`config.mk`:
```
export PLATFORM = sky130hd
export DESIGN_NAME = alu_issue_stage
export DESIGN_NICKNAME = d
export VERILOG_FILES = /design/src/rtl/alu_issue_stage.sv
export SDC_FILE = /design/constraint.sdc
export NUM_CORES = 1
export LEC_CHECK = 0
export ABC_AREA = 1
export ABC_CLOCK_PERIOD_IN_PS = 4110
export BUFFER_PORTS_ARGS = -buffer_cell sky130_fd_sc_hd__buf_2
export CORE_MARGIN = 1.5
export CORE_UTILIZATION = 64
export DETAILED_ROUTE_END_ITERATION = 10
export GPL_TIMING_DRIVEN = 1
export PLACE_DENSITY = 0.87
export SETUP_SLACK_MARGIN = 0.5
export SLEW_MARGIN = 25
export SYNTH_ARGS = -nofsm -noshare
export SYNTH_HDL_FRONTEND = slang
export SYNTH_SLANG_ARGS = --single-unit
export TNS_END_PERCENT = 1
```
`constraint.sdc`:
```
create_clock -name clk -period 4.11 [get_ports clk]
set_clock_uncertainty 0.2 [all_clocks]
set_input_delay 0.2055 -clock clk [delete_from_list [all_inputs] [get_ports clk]]
set_output_delay 0.2055 -clock clk [all_outputs]
set_load 0.02 [all_outputs]
```
`src/rtl/alu_issue_stage.sv`:
```
// Operand fetch/issue ahead of an 8-bit ALU: IDLE -> EXEC -> WB, 3 cycles per instruction (2 when illegal).
// Backpressure: in_ready is high only in IDLE; upstream holds instr until it is accepted.
module alu_issue_stage #(
    parameter int NREG  = 8,
    parameter int DW    = 8,
    parameter int CNT_W = 16
) (
    input  logic             clk,
    input  logic             rst_n,
    input  logic             in_valid,
    output logic             in_ready,
    input  logic [15:0]      instr,
    output logic [DW-1:0]    SrcA,
    output logic [15:0]      SrcB,
    output logic [2:0]       control,
    input  logic [DW-1:0]    alu_result,
    input  logic             alu_z,
    output logic             z_flag,
    output logic             done,
    output logic             illegal,
    input  logic [2:0]       dbg_addr,
    output logic [DW-1:0]    dbg_data,
    output logic [CNT_W-1:0] retired
);

    typedef enum logic [1:0] {S_IDLE, S_EXEC, S_WB} state_t;

    state_t           r_state;
    state_t           w_state_nxt;
    logic [DW-1:0]    r_regs [NREG];
    logic [DW-1:0]    r_srca;
    logic [15:0]      r_srcb;
    logic [2:0]       r_ctrl;
    logic [2:0]       r_rd;
    logic             r_illegal;
    logic [DW-1:0]    r_result;
    logic             r_z;
    logic [CNT_W-1:0] r_retired;

    logic [3:0]       w_op;
    logic [2:0]       w_rd;
    logic [2:0]       w_rs;
    logic [2:0]       w_rt;
    logic [4:0]       w_shamt;
    logic [7:0]       w_imm;
    logic             w_illegal;
    logic [2:0]       w_ctrl;
    logic [DW-1:0]    w_srca;
    logic [15:0]      w_srcb;
    logic             w_accept;
    logic             w_wb_write;

    assign w_op     = instr[15:12];
    assign w_rd     = instr[11:9];
    assign w_rs     = instr[8:6];
    assign w_rt     = instr[5:3];
    assign w_shamt  = instr[4:0];
    assign w_imm    = instr[7:0];
    assign w_accept = (r_state == S_IDLE) && in_valid;

    // Operands come straight from the register file, so a dependent
    // instruction accepted after WB already sees the written value.
    always_comb begin
        w_illegal = 1'b0;
        w_ctrl    = w_op[2:0];
        w_srca    = r_regs[w_rs];
        w_srcb    = {{(16-DW){1'b0}}, r_regs[w_rt]};
        case (w_op)
            4'd0, 4'd1, 4'd2, 4'd6, 4'd7: begin
            end
            4'd3: begin
                w_srcb = {5'b0, w_shamt, 6'b0};
            end
            4'd8, 4'd9, 4'd10, 4'd14, 4'd15: begin
                w_srca = r_regs[w_rd];
                w_srcb = {8'h00, w_imm};
            end
            default: begin
                w_illegal = 1'b1;
            end
        endcase
    end

    always_comb begin
        w_state_nxt = r_state;
        in_ready    = 1'b0;
        done        = 1'b0;
        illegal     = 1'b0;
        case (r_state)
            S_IDLE: begin
                in_ready = 1'b1;
                if (in_valid) begin
                    w_state_nxt = w_illegal ? S_WB : S_EXEC;
                end
            end
            S_EXEC: begin
                w_state_nxt = S_WB;
            end
            S_WB: begin
                done        = 1'b1;
                illegal     = r_illegal;
                w_state_nxt = S_IDLE;
            end
            default: begin
                w_state_nxt = S_IDLE;
            end
        endcase
    end

    always_ff @(posedge clk or negedge rst_n) begin
        if (!rst_n) begin
            r_state <= S_IDLE;
        end else begin
            r_state <= w_state_nxt;
        end
    end

    always_ff @(posedge clk or negedge rst_n) begin
        if (!rst_n) begin
            r_srca    <= '0;
            r_srcb    <= '0;
            r_ctrl    <= '0;
            r_rd      <= '0;
            r_illegal <= 1'b0;
            r_result  <= '0;
            r_z       <= 1'b0;
            r_retired <= '0;
        end else begin
            if (w_accept) begin
                r_srca    <= w_srca;
                r_srcb    <= w_srcb;
                r_ctrl    <= w_ctrl;
                r_rd      <= w_rd;
                r_illegal <= w_illegal;
            end
            if (r_state == S_EXEC) begin
                r_result <= alu_result;
                r_z      <= alu_z;
            end
            if ((r_state == S_WB) && !r_illegal) begin
                r_retired <= r_retired + 1'b1;
            end
        end
    end

    // r0 is never written, so it keeps its reset value of zero.
    assign w_wb_write = (r_state == S_WB) && !r_illegal && (r_rd != 3'd0);

    always_ff @(posedge clk or negedge rst_n) begin
        if (!rst_n) begin
            for (int i = 0; i < NREG; i++) begin
                r_regs[i] <= '0;
            end
        end else if (w_wb_write) begin
            r_regs[r_rd] <= r_result;
        end
    end

    assign SrcA     = r_srca;
    assign SrcB     = r_srcb;
    assign control  = r_ctrl;
    assign z_flag   = r_z;
    assign retired  = r_retired;
    assign dbg_data = r_regs[dbg_addr];

endmodule

```
==> results of run 1 <==
-- power breakdown --
part	internal [uW]	total (uW)	switching [uW]
Sequential	1510	1820	312
Combinational	482	1630	1150
Clock	942	1470	530
Total	2930	4920	1990
-- layer usage --
layer / GRT usage (%) / share of wire [%] / up-vias
met5: 0 / 0 / -
met4: 18.0 / 4.4 / 0
met3: 12.2 / 14 / 125
met2: 58.2 / 43 / 636
met1: 55.6 / 38 / 3532
li1: - / - / 3477
-- state kept, by name, indices dropped and copies added (netlist names) --
name and cells:
control 3, r_illegal 1, SrcB 11, z_flag 1
r_regs 64, r_result 8, SrcA 8, retired 16
r_state 2, r_rd 3
-- worst max-delay path by stage --
stage                     start          end  slack, ns
global placement     r_state[1]      SrcB[2]       1.73
global route           instr[9]      SrcA[1]       1.09
floorplan           dbg_addr[1]  dbg_data[5]       2.43
CTS                    instr[9]      SrcA[1]       1.31
finish                 instr[9]      SrcA[1]       1.15
detailed placement   r_state[1]      SrcB[2]       1.68
-- critical path, cell delays in order --
cell           delay (ns)
dlygate4sd3_1        0.54
buf_2                0.53
inv_1                0.63
nand2_1              0.22
nand3_1              0.12
nand3_1              0.15
nand3_1              0.09
nand2_1              0.09
dlygate4sd3_1        0.55
nand2_1              0.05
nand2_1              0.06
-- metrics by stage --
stage               hold WS, ns  util (%)  setup slack (ns)  cells  total power [uW]
CTS                     0.00234      75.9              1.31   1246              4830
finish                   0.0301      76.0              1.15   1246              4920
global placement          0.133      68.1              1.73   1188              3280
floorplan                -0.290         -              2.43   1037              2780
detailed placement        0.135      68.1              1.68   1188              3320
global route             0.0346      76.0              1.09   1246              5150
-- logic make-up (layout without fill, tap and decap cells) --
logic type | count (synthesis) | after routing | share of synthesized area (%)
compound gates | 201 | 201 | 14.9
xor+xnor | 11 | 11 | 1.36
fa+ha+maj | 1 | 1 | 0.177
buf+inv | 178 | 247 | 10.3
flops | 117 | 117 | 41.5
mux | 1 | 1 | 0.159
other cells | 1 | 5 | 0.0531
simple gates | 523 | 523 | 31.6
-- final cells by class --
class / count / area (um2)
well taps: 140 / 175
repair buffers: 109 / 686
multi-input cells: 742 / 3420
fillers: 840 / 2590
inverters: 106 / 398
clock buffers: 25 / 494
clock inverters: 7 / 93.8
flip-flops and latches: 117 / 2930
-- cells in the final DEF, fill, tap and decap left out, types with 2 or more instances in the layout --
cell,count
nand2_1,307
nand3_1,151
dfrtp_1,117
o21ai_0,111
inv_1,101
buf_2,79
a21oi_1,65
nor2_1,43
dlygate4sd3_1,26
clkbuf_16,16
o211ai_1,12
a31oi_1,8
nor3_1,7
xor2_1,7
clkbuf_8,6
conb_1,5
nand4_1,4
o21ai_1,4
xnor2_1,4
buf_4,4
nand2_2,3
clkinv_1,3
clkbuf_1,3
inv_2,2
nor2_2,2
bufinv_16,2
clkinvlp_4,2
clkinv_2,2
==> flow_summary.yaml, run 1 <==
clock_network:
  numCtsBuffers: 17
  clkLatencyLatePin_ns: 0.54
  hold_buffers: 26
  cts_sinks: 117
  root_buffer: "clkbuf_8"
  h-tree-depth: 4
  clk_pin_slew_worst_paths_ns: 0.06
  post_cts_resized: 0
  cts_setup_buffers: 0
  cts_tree: "yes"
  clk_path_buf_depth: 2
floorplanning:
  die_height_um: 108
  start_util_pct: 65.4
  ios: 86
  num_rows: 38
  die_w_um: 108
  core-area_um2: 10800
  dieArea_um2: 11700
critical_path:
  rr_worst_depth: 8
  r2r_slack_ns: 1.45
  reg2reg_from: "r_state[1]"
  crit_type: "in -> reg"
  worst_setup_path_end_kind: "flip-flop"
  cp_data_required_time_ns: 4.40
  rr_endpoint: "SrcB[2]"
  arrival_ns: 3.24
  crit_path_start_kind: "input pin"
  cp_max_fo: 34
routing:
  drt-initial-drc-count: 1298
  post_drt_wl_per_cell_um: 18.3
  via_per_inst: 6.24
  drc: 0
  drtAntennaViolNets: 0
  drt_wl_total_um: 22900
  first_pass_iters: 8
  vias: 7770
global_route:
  grt_pass1_vias: 6838
  grt_pass1_wl_um: 35300
  antenna_found_initial: 0
  grt_max_degree: 64
  grt_util_all_layers_pct: 40.2
  overflow: 0
sta:
  maxSlewHeadroom_pct: 27.5
  finalMaxSlewViolations: 0
  finalHoldViolations: 0
  setup-tns-final_ns: 0
  finalCriticalPeriod_ns: 2.96
  final.period_utilization_pct: 71.9
  max_freq_mhz: 338
  setup_viol: 0
  worstMarginPinSlew_ns: 1.09
  rsz0062_at_grt: "no"
job:
  drv_cap: 0
synthesis:
  syn_inst: 1033
  yosysMostFrequentCell: "nand2_1"
  synth.distinct_cells: 33
  yosys.area.top_type_share_pct: 41.5
  synthTopCellsByArea: "dfrtp_1 (41%), nand2_1 (16%), nand3_1 (11%), o21ai_0 (7.9%), inv_1 (5.4%)"
  syn_area_per_cell_um2: 6.83
  ys.warnings.count: 0
  synth_area_leader_cell: "dfrtp_1"
  syn_area_um2: 7060
  synth_edf_count: 0
  async_flop_share_pct: 100
  synth.ff_latch_count: 117
  ys_seq_area_share_pct: 41.5
  synth_ff_type: "dfrtp_1"
  synthTopCellsByCount: "nand2_1 (307), nand3_1 (151), dfrtp_1 (117), o21ai_0 (111), inv_1 (101)"
min_path:
  worstHoldStart: "instr[8]"
  worstHoldPathCells: 6
  holdPathEnd: "SrcA[7]"
  hp-class: "in -> reg"
placed_design:
  port_buffers: 80
  globalplace.congestion: 1.03
  placed_cell_area_um2: 7350
  dp_hpwl_um: 14700
final_layout:
  area_growth_pct: 16.1
  final_layout_size_suffix_gt1_share_pct: 11.1
  fin_area_um2: 8200
  fin_nets: 1125
  n_antenna_cell: 0
pwr:
  power_density_nw_per_um2: 601
  peakVddDrop_uv: 468
  p_leak_uw: 0.00420
outcome:
  status: "finished, final reports clean"
(Power assumes the default switching activity.)
==> inputs of run 2 (changes only) <==
--- a/config.mk
+++ b/config.mk
@@ -6,13 +6,13 @@
 export NUM_CORES = 1
 export LEC_CHECK = 0
 export ABC_AREA = 1
-export ABC_CLOCK_PERIOD_IN_PS = 4110
+export ABC_CLOCK_PERIOD_IN_PS = 2400
 export BUFFER_PORTS_ARGS = -buffer_cell sky130_fd_sc_hd__buf_2
 export CORE_MARGIN = 1.5
-export CORE_UTILIZATION = 64
+export CORE_UTILIZATION = 53
 export DETAILED_ROUTE_END_ITERATION = 10
 export GPL_TIMING_DRIVEN = 1
-export PLACE_DENSITY = 0.87
+export PLACE_DENSITY = 0.77
 export SETUP_SLACK_MARGIN = 0.5
 export SLEW_MARGIN = 25
 export SYNTH_ARGS = -nofsm -noshare
==> constraint.sdc (replaced) <==
create_clock -name clk -period 2.4 [get_ports clk]
set_clock_uncertainty 0.2 [all_clocks]
set_input_delay 0.12 -clock clk [delete_from_list [all_inputs] [get_ports clk]]
set_output_delay 0.12 -clock clk [all_outputs]
set_load 0.02 [all_outputs]
==> run 2 against run 1 <==
  * Routed wire length up 1.9%
  * Global-route usage down 5.6 points
  * Sequential share of layout area down 0.75 points
  * Core utilization down 11 points
  * Combinational power up 75%
  * Clock power up 69%
  * Worst hold slack worse by 0.013 ns
  * Die area up 20%
  * Critical path depth down 4
  * Largest cell class unchanged
==> flow_summary.yaml, run 2 (synthesis results as in run 1) <==
placed_design:
  placed_cell_area_um2: 7560
  port_buffers: 80
  globalplace.congestion: 1.01
  dp_hpwl_um: 16300
final_layout:
  final_cell_mix: "nand2_1 (306), nand3_1 (151), dfrtp_1 (117)"
  final_common_cell: "nand2_1"
  fin_nets: 1142
  register_area_um2: 2930
  final_core_util_pct: 65.3
  largest_reg_flops: 64
  n_antenna_cell: 0
  fillers: 1165
  final_layout_size_suffix_gt1_share_pct: 13.9
  fin_area_um2: 8370
  area_growth_pct: 18.6
  largest-register: "r_regs"
  multi_input_area_um2: 3430
global_route:
  antenna_found_initial: 0
  grt_pass1_vias: 6809
  overflow: 0
  grt_max_degree: 46
  grt_pass1_wl_um: 37400
  grt_util_all_layers_pct: 34.6
sta:
  final.period_utilization_pct: 83.7
  worstMarginPinSlew_ns: 0.588
  setup_viol: 0
  max_freq_mhz: 498
  finalMaxSlewViolations: 0
  setup-tns-final_ns: 0
  finalCriticalPeriod_ns: 2.01
  finalHoldViolations: 0
  maxSlewHeadroom_pct: 60.7
  rsz0062_at_grt: "yes"
  worst_hold_slack_ns: 0.0167
outcome:
  status: "finished, final reports clean"
clock_network:
  cts_tree: "yes"
  clkLatencyLatePin_ns: 0.43
  clk_path_buf_depth: 2
  numCtsBuffers: 17
  cts_sinks: 117
  h-tree-depth: 4
  root_buffer: "clkbuf_16"
  clk_pin_slew_worst_paths_ns: 0.06
min_path:
  worstHoldStart: "instr[10]"
  hp-class: "in -> reg"
critical_path:
  crit_path_start_kind: "flip-flop"
  crit_type: "reg -> out"
  worstPathCellList: "clkinvlp_4, a21oi_2, o21ai_0, nand2_1, nor2_1, a31oi_1, buf_2"
  slowest_delay_ns: 0.37
  arrival_ns: 1.69
  cp_max_fo: 3
  critPathSlowestCell: "dfrtp_1"
  worst_setup_path_end_kind: "output pin"
  reg2reg_from: "r_state[0]"
  cp_data_required_time_ns: 2.08
  cp-startpoint: "r_regs[20]"
pwr:
  seqPwrFrac_pct: 37.1
  clockPowerShare_pct: 29.4
  netSwitchingPower_uw: 3490
  p_sw_share_pct: 41.0
  peakVddDrop_uv: 695
  combPwrFrac_pct: 33.5
  power_density_nw_per_um2: 1020
  p_int_uw: 5010
  p_leak_uw: 0.00428
floorplanning:
  start_util_pct: 55.1
  core-area_um2: 12800
  num_rows: 41
  ios: 86
  dieArea_um2: 14000
  die_height_um: 118
  die_w_um: 118
routing:
  drt-initial-drc-count: 864
  drtAntennaViolNets: 0
  post_drt_wl_per_cell_um: 18.0
  drc: 0
  drt_wl_total_um: 23300
  vias: 7378
  first_pass_iters: 6
  via_per_inst: 5.70
job:
  drv_cap: 0
## run 2: what timing repair did
item                                   CTS  global route
resized for setup                        8             3
hold buffers                            20             0
pin swaps                                0             0
setup endpoints to repair                9            21
setup buffers                            0             2
endpoints found under the hold margin  142             0
## run 2: worst paths after layout
kind	depth (start not counted)	to	slack [ns]
worst max-delay path	7	dbg_data[4]	0.39
worst min-delay path	4	r_rd[1]	0.02
worst max register to register	7	retired[12]	0.57
worst min register to register	0	r_regs[57]	0.26
max in group asynchronous	3	SrcB[8]	1.31
min in group asynchronous	2	z_flag	0.03
## run 2: area by class of cell
class	count	share of cell area, %
multi-input combinational	742	40.9
sequential	117	35.0
timing repair buffer	126	9.71
clock buffer	23	5.95
inverter	106	4.80
tap	172	2.57
clock inverter	9	1.09
## run 2: power by group through the flow
| stage | Clock, uW | Combinational, uW | Sequential [uW] |
|---|---|---|---|
| 2_1_floorplan | 0 | 1670 | 3090 |
| 3_3_place_gp | 0 | 2660 | 3120 |
| 3_5_place_dp | 0 | 2700 | 3130 |
| 4_1_cts | 2520 | 2760 | 3110 |
| 5_1_grt | 2600 | 3150 | 3210 |
| 6_report | 2490 | 2850 | 3160 |
## run 2: worst max-delay path, delay by kind of cell (launching register included)
kind / cells / cell delay, ns
DFF: 1 / 0.37
buffers and inverters: 2 / 0.36
and+or+nand+nor: 2 / 0.12
AOI/OAI and AO/OA: 3 / 0.40
## run 2: routing by layer
metal | vias to the layer above | share of wire, % | GRT usage [%]
met1 | 3364 | 42 | 47.3
met2 | 434 | 44 | 51.0
met4 | 0 | 3.9 | 15.7
met5 | - | 0 | 0
li1 | 3498 | - | -
met3 | 82 | 11 | 9.80
## run 2: through the flow
| stage | setup slack, ns | power (uW) | cells |
|---|---|---|---|
| after global routing | 0.273 | 8970 | 1295 |
| final | 0.392 | 8500 | 1295 |
| after CTS | 0.429 | 8380 | 1293 |
| after floorplan | 0.758 | 4760 | 1037 |
| after global placement | 0.545 | 5780 | 1241 |
| after detailed placement | 0.528 | 5830 | 1241 |
==> inputs of run 3 (changes only) <==
--- a/config.mk
+++ b/config.mk
@@ -6,7 +6,7 @@
 export NUM_CORES = 1
 export LEC_CHECK = 0
 export ABC_AREA = 1
-export ABC_CLOCK_PERIOD_IN_PS = 2400
+export ABC_CLOCK_PERIOD_IN_PS = 1630
 export BUFFER_PORTS_ARGS = -buffer_cell sky130_fd_sc_hd__buf_2
 export CORE_MARGIN = 1.5
 export CORE_UTILIZATION = 53
==> constraint.sdc (replaced) <==
create_clock -name clk -period 1.63 [get_ports clk]
set_clock_uncertainty 0.2 [all_clocks]
set_input_delay 0.0815 -clock clk [delete_from_list [all_inputs] [get_ports clk]]
set_output_delay 0.0815 -clock clk [all_outputs]
set_load 0.02 [all_outputs]
==> run 3 against run 2 <==
  * The run now ends with negative hold slack, negative setup slack left
  * Combinational power grew 80%
  * Final area is 12% higher
  * Die area unchanged
  * Sequential share of layout area down 3.7 points
  * Critical path depth decreased by 2
  * Via count is 5.5% higher
  * Sequential power up 49%
  * Core utilization is 8.0 points higher
  * Critical endpoint unchanged
  * Largest cell class unchanged
==> flow_summary.yaml, run 3 (synthesis results as in run 1) <==
outcome:
  status: "finished with violations"
  violations: "negative hold slack, negative setup slack"
final_layout:
  final_cell_mix: "nand2_1 (285), nand3_1 (138), dfrtp_1 (108)"
  final_layout_size_suffix_gt1_share_pct: 24.3
  area_growth_pct: 33.2
  fin_nets: 1185
  largest_reg_flops: 64
  register_area_um2: 2940
  final_common_cell: "nand2_1"
  multi_input_area_um2: 3680
  fillers: 963
  n_antenna_cell: 0
  largest-register: "r_regs"
routing:
  via_per_inst: 5.82
  drtAntennaViolNets: 0
  drt_wl_total_um: 24400
  drt-initial-drc-count: 790
  vias: 7783
  post_drt_wl_per_cell_um: 18.3
  drc: 0
  first_pass_iters: 5
clock_network:
  clkLatencyLatePin_ns: 0.43
  cts_tree: "yes"
  clk_path_buf_depth: 2
  numCtsBuffers: 17
  clk_pin_slew_worst_paths_ns: 0.06
  root_buffer: "clkbuf_16"
  cts_sinks: 117
  h-tree-depth: 4
  hold_buffers: 20
critical_path:
  slowest_delay_ns: 0.53
  worstPathCellList: "o21ai_1, nand2_1, nor2_1, a31oi_1, buf_4"
  crit_type: "reg -> out"
  critical_path.top_delay_family: "flip-flops"
  critPathSlowestCell: "dfrtp_1"
  cp_max_fo: 4
  cp_data_required_time_ns: 1.35
  worst_setup_path_end_kind: "output pin"
  arrival_ns: 1.63
  path_buf_inv: 1
  crit_path_start_kind: "flip-flop"
sta:
  max_freq_mhz: 523
  worstMarginPinSlew_ns: 0.793
  finalCriticalPeriod_ns: 1.91
  finalHoldViolations: 16
  rsz0062_at_grt: "yes"
  worst_hold_slack_ns: -0.146
  setup_viol: 8
  layout_setup_ws_ns: -0.282
  setup-tns-final_ns: -1.80
  finalMaxSlewViolations: 0
  maxSlewHeadroom_pct: 47.1
  final.period_utilization_pct: 117
global_route:
  grt_pass1_vias: 6909
  antenna_found_initial: 0
  overflow: 0
  grt_util_all_layers_pct: 34.7
  grt_max_degree: 73
  grt_pass1_wl_um: 37700
placed_design:
  globalplace.congestion: 0.975
  pre_cts_ws_ns: -0.00578
  dp_hpwl_um: 15900
  port_buffers: 80
pwr:
  p_total_uw: 14000
  power_density_nw_per_um2: 1480
  p_leak_uw: 0.00466
  peakVddDrop_uv: 1290
floorplanning:
  core-area_um2: 12800
  die_height_um: 118
  dieArea_um2: 14000
  ios: 86
  start_util_pct: 55.1
  die_w_um: 118
  num_rows: 41
min_path:
  hp-class: "in -> async"
job:
  drv_cap: 0
-- run 3: cell count changes in the layout (fill, tap and decap cells not counted), sizes merged --
| cell | before | now |
|---|---|---|
| clkbuf | 23 | 17 |
| buf | 106 | 149 |
| bufinv | 1 | 4 |
| clkinvlp | 5 | 3 |
| clkinv | 5 | 4 |
| inv | 104 | 110 |
-- run 3: area by class of cell --
| cell class | count | share of cell area [%] |
|---|---|---|
| Multi-Input combinational cell | 742 | 39.1 |
| Sequential cell | 117 | 31.3 |
| Timing Repair Buffer | 169 | 16.2 |
| Clock buffer | 17 | 4.52 |
| Inverter | 106 | 4.31 |
| Clock inverter | 15 | 2.32 |
| Tap cell | 172 | 2.29 |
-- run 3: final timing paths --
| check | from | endpoint | slack [ns] | depth (start not counted) |
|---|---|---|---|---|
| setup / recovery | r_regs[4] | dbg_data[4] | -0.28 | 5 |
| hold / removal | rst_n | retired[13] | -0.15 | 2 |
| setup reg to reg | r_state[0] | retired[12] | 0.02 | 7 |
| hold reg to reg | r_regs[62] | r_regs[62] | 0.24 | 0 |
| max in group asynchronous | rst_n | r_regs[49] | 0.72 | 3 |
| min in group clk | instr[14] | r_state[0] | -0.07 | 4 |
-- run 3: where the power goes --
| group | internal (uW) | leakage, uW | switching [uW] | total (uW) |
|---|---|---|---|---|
| sequential | 3810 | 0.00150 | 893 | 4700 |
| combinational | 1980 | 0.00286 | 3150 | 5130 |
| clock | 2600 | 0.000305 | 1520 | 4120 |
-- run 3: worst register-to-register path, stage by stage, from the launching register on --
cell and delay, ns:
dfrtp_1 0.42, inv_2 0.10, nand3_4 0.10, inv_6 0.12, nand2_2 0.08, nor3_4 0.20, nand3_1 0.11, and2_1 0.17
-- run 3: through the flow --
stage | cell area [um2] | cells | hold slack (ns) | utilization, %
floorplan | 7080 | 1037 | -0.414 | -
global placement | 7870 | 1270 | -0.249 | 61.3
detailed placement | 7870 | 1270 | -0.247 | 61.3
CTS | 8840 | 1336 | -0.150 | 68.9
global route | 9400 | 1338 | -0.130 | 73.3
finish | 9400 | 1338 | -0.146 | 73.3
-- run 3: layer usage --
metal	GRT usage, %	vias to the layer above	wire, um
met1	49.4	3592	9950
li1	-	3594	-
met3	7.19	86	2590
met4	15.3	0	1150
met5	0	-	0
met2	50.9	511	10700
-- run 3: what timing repair did --
item	CTS	global route
pin swaps	8	29
endpoints found under the hold margin	144	15
setup buffers	14	2
setup endpoints to repair	159	159
resized for setup	38	189
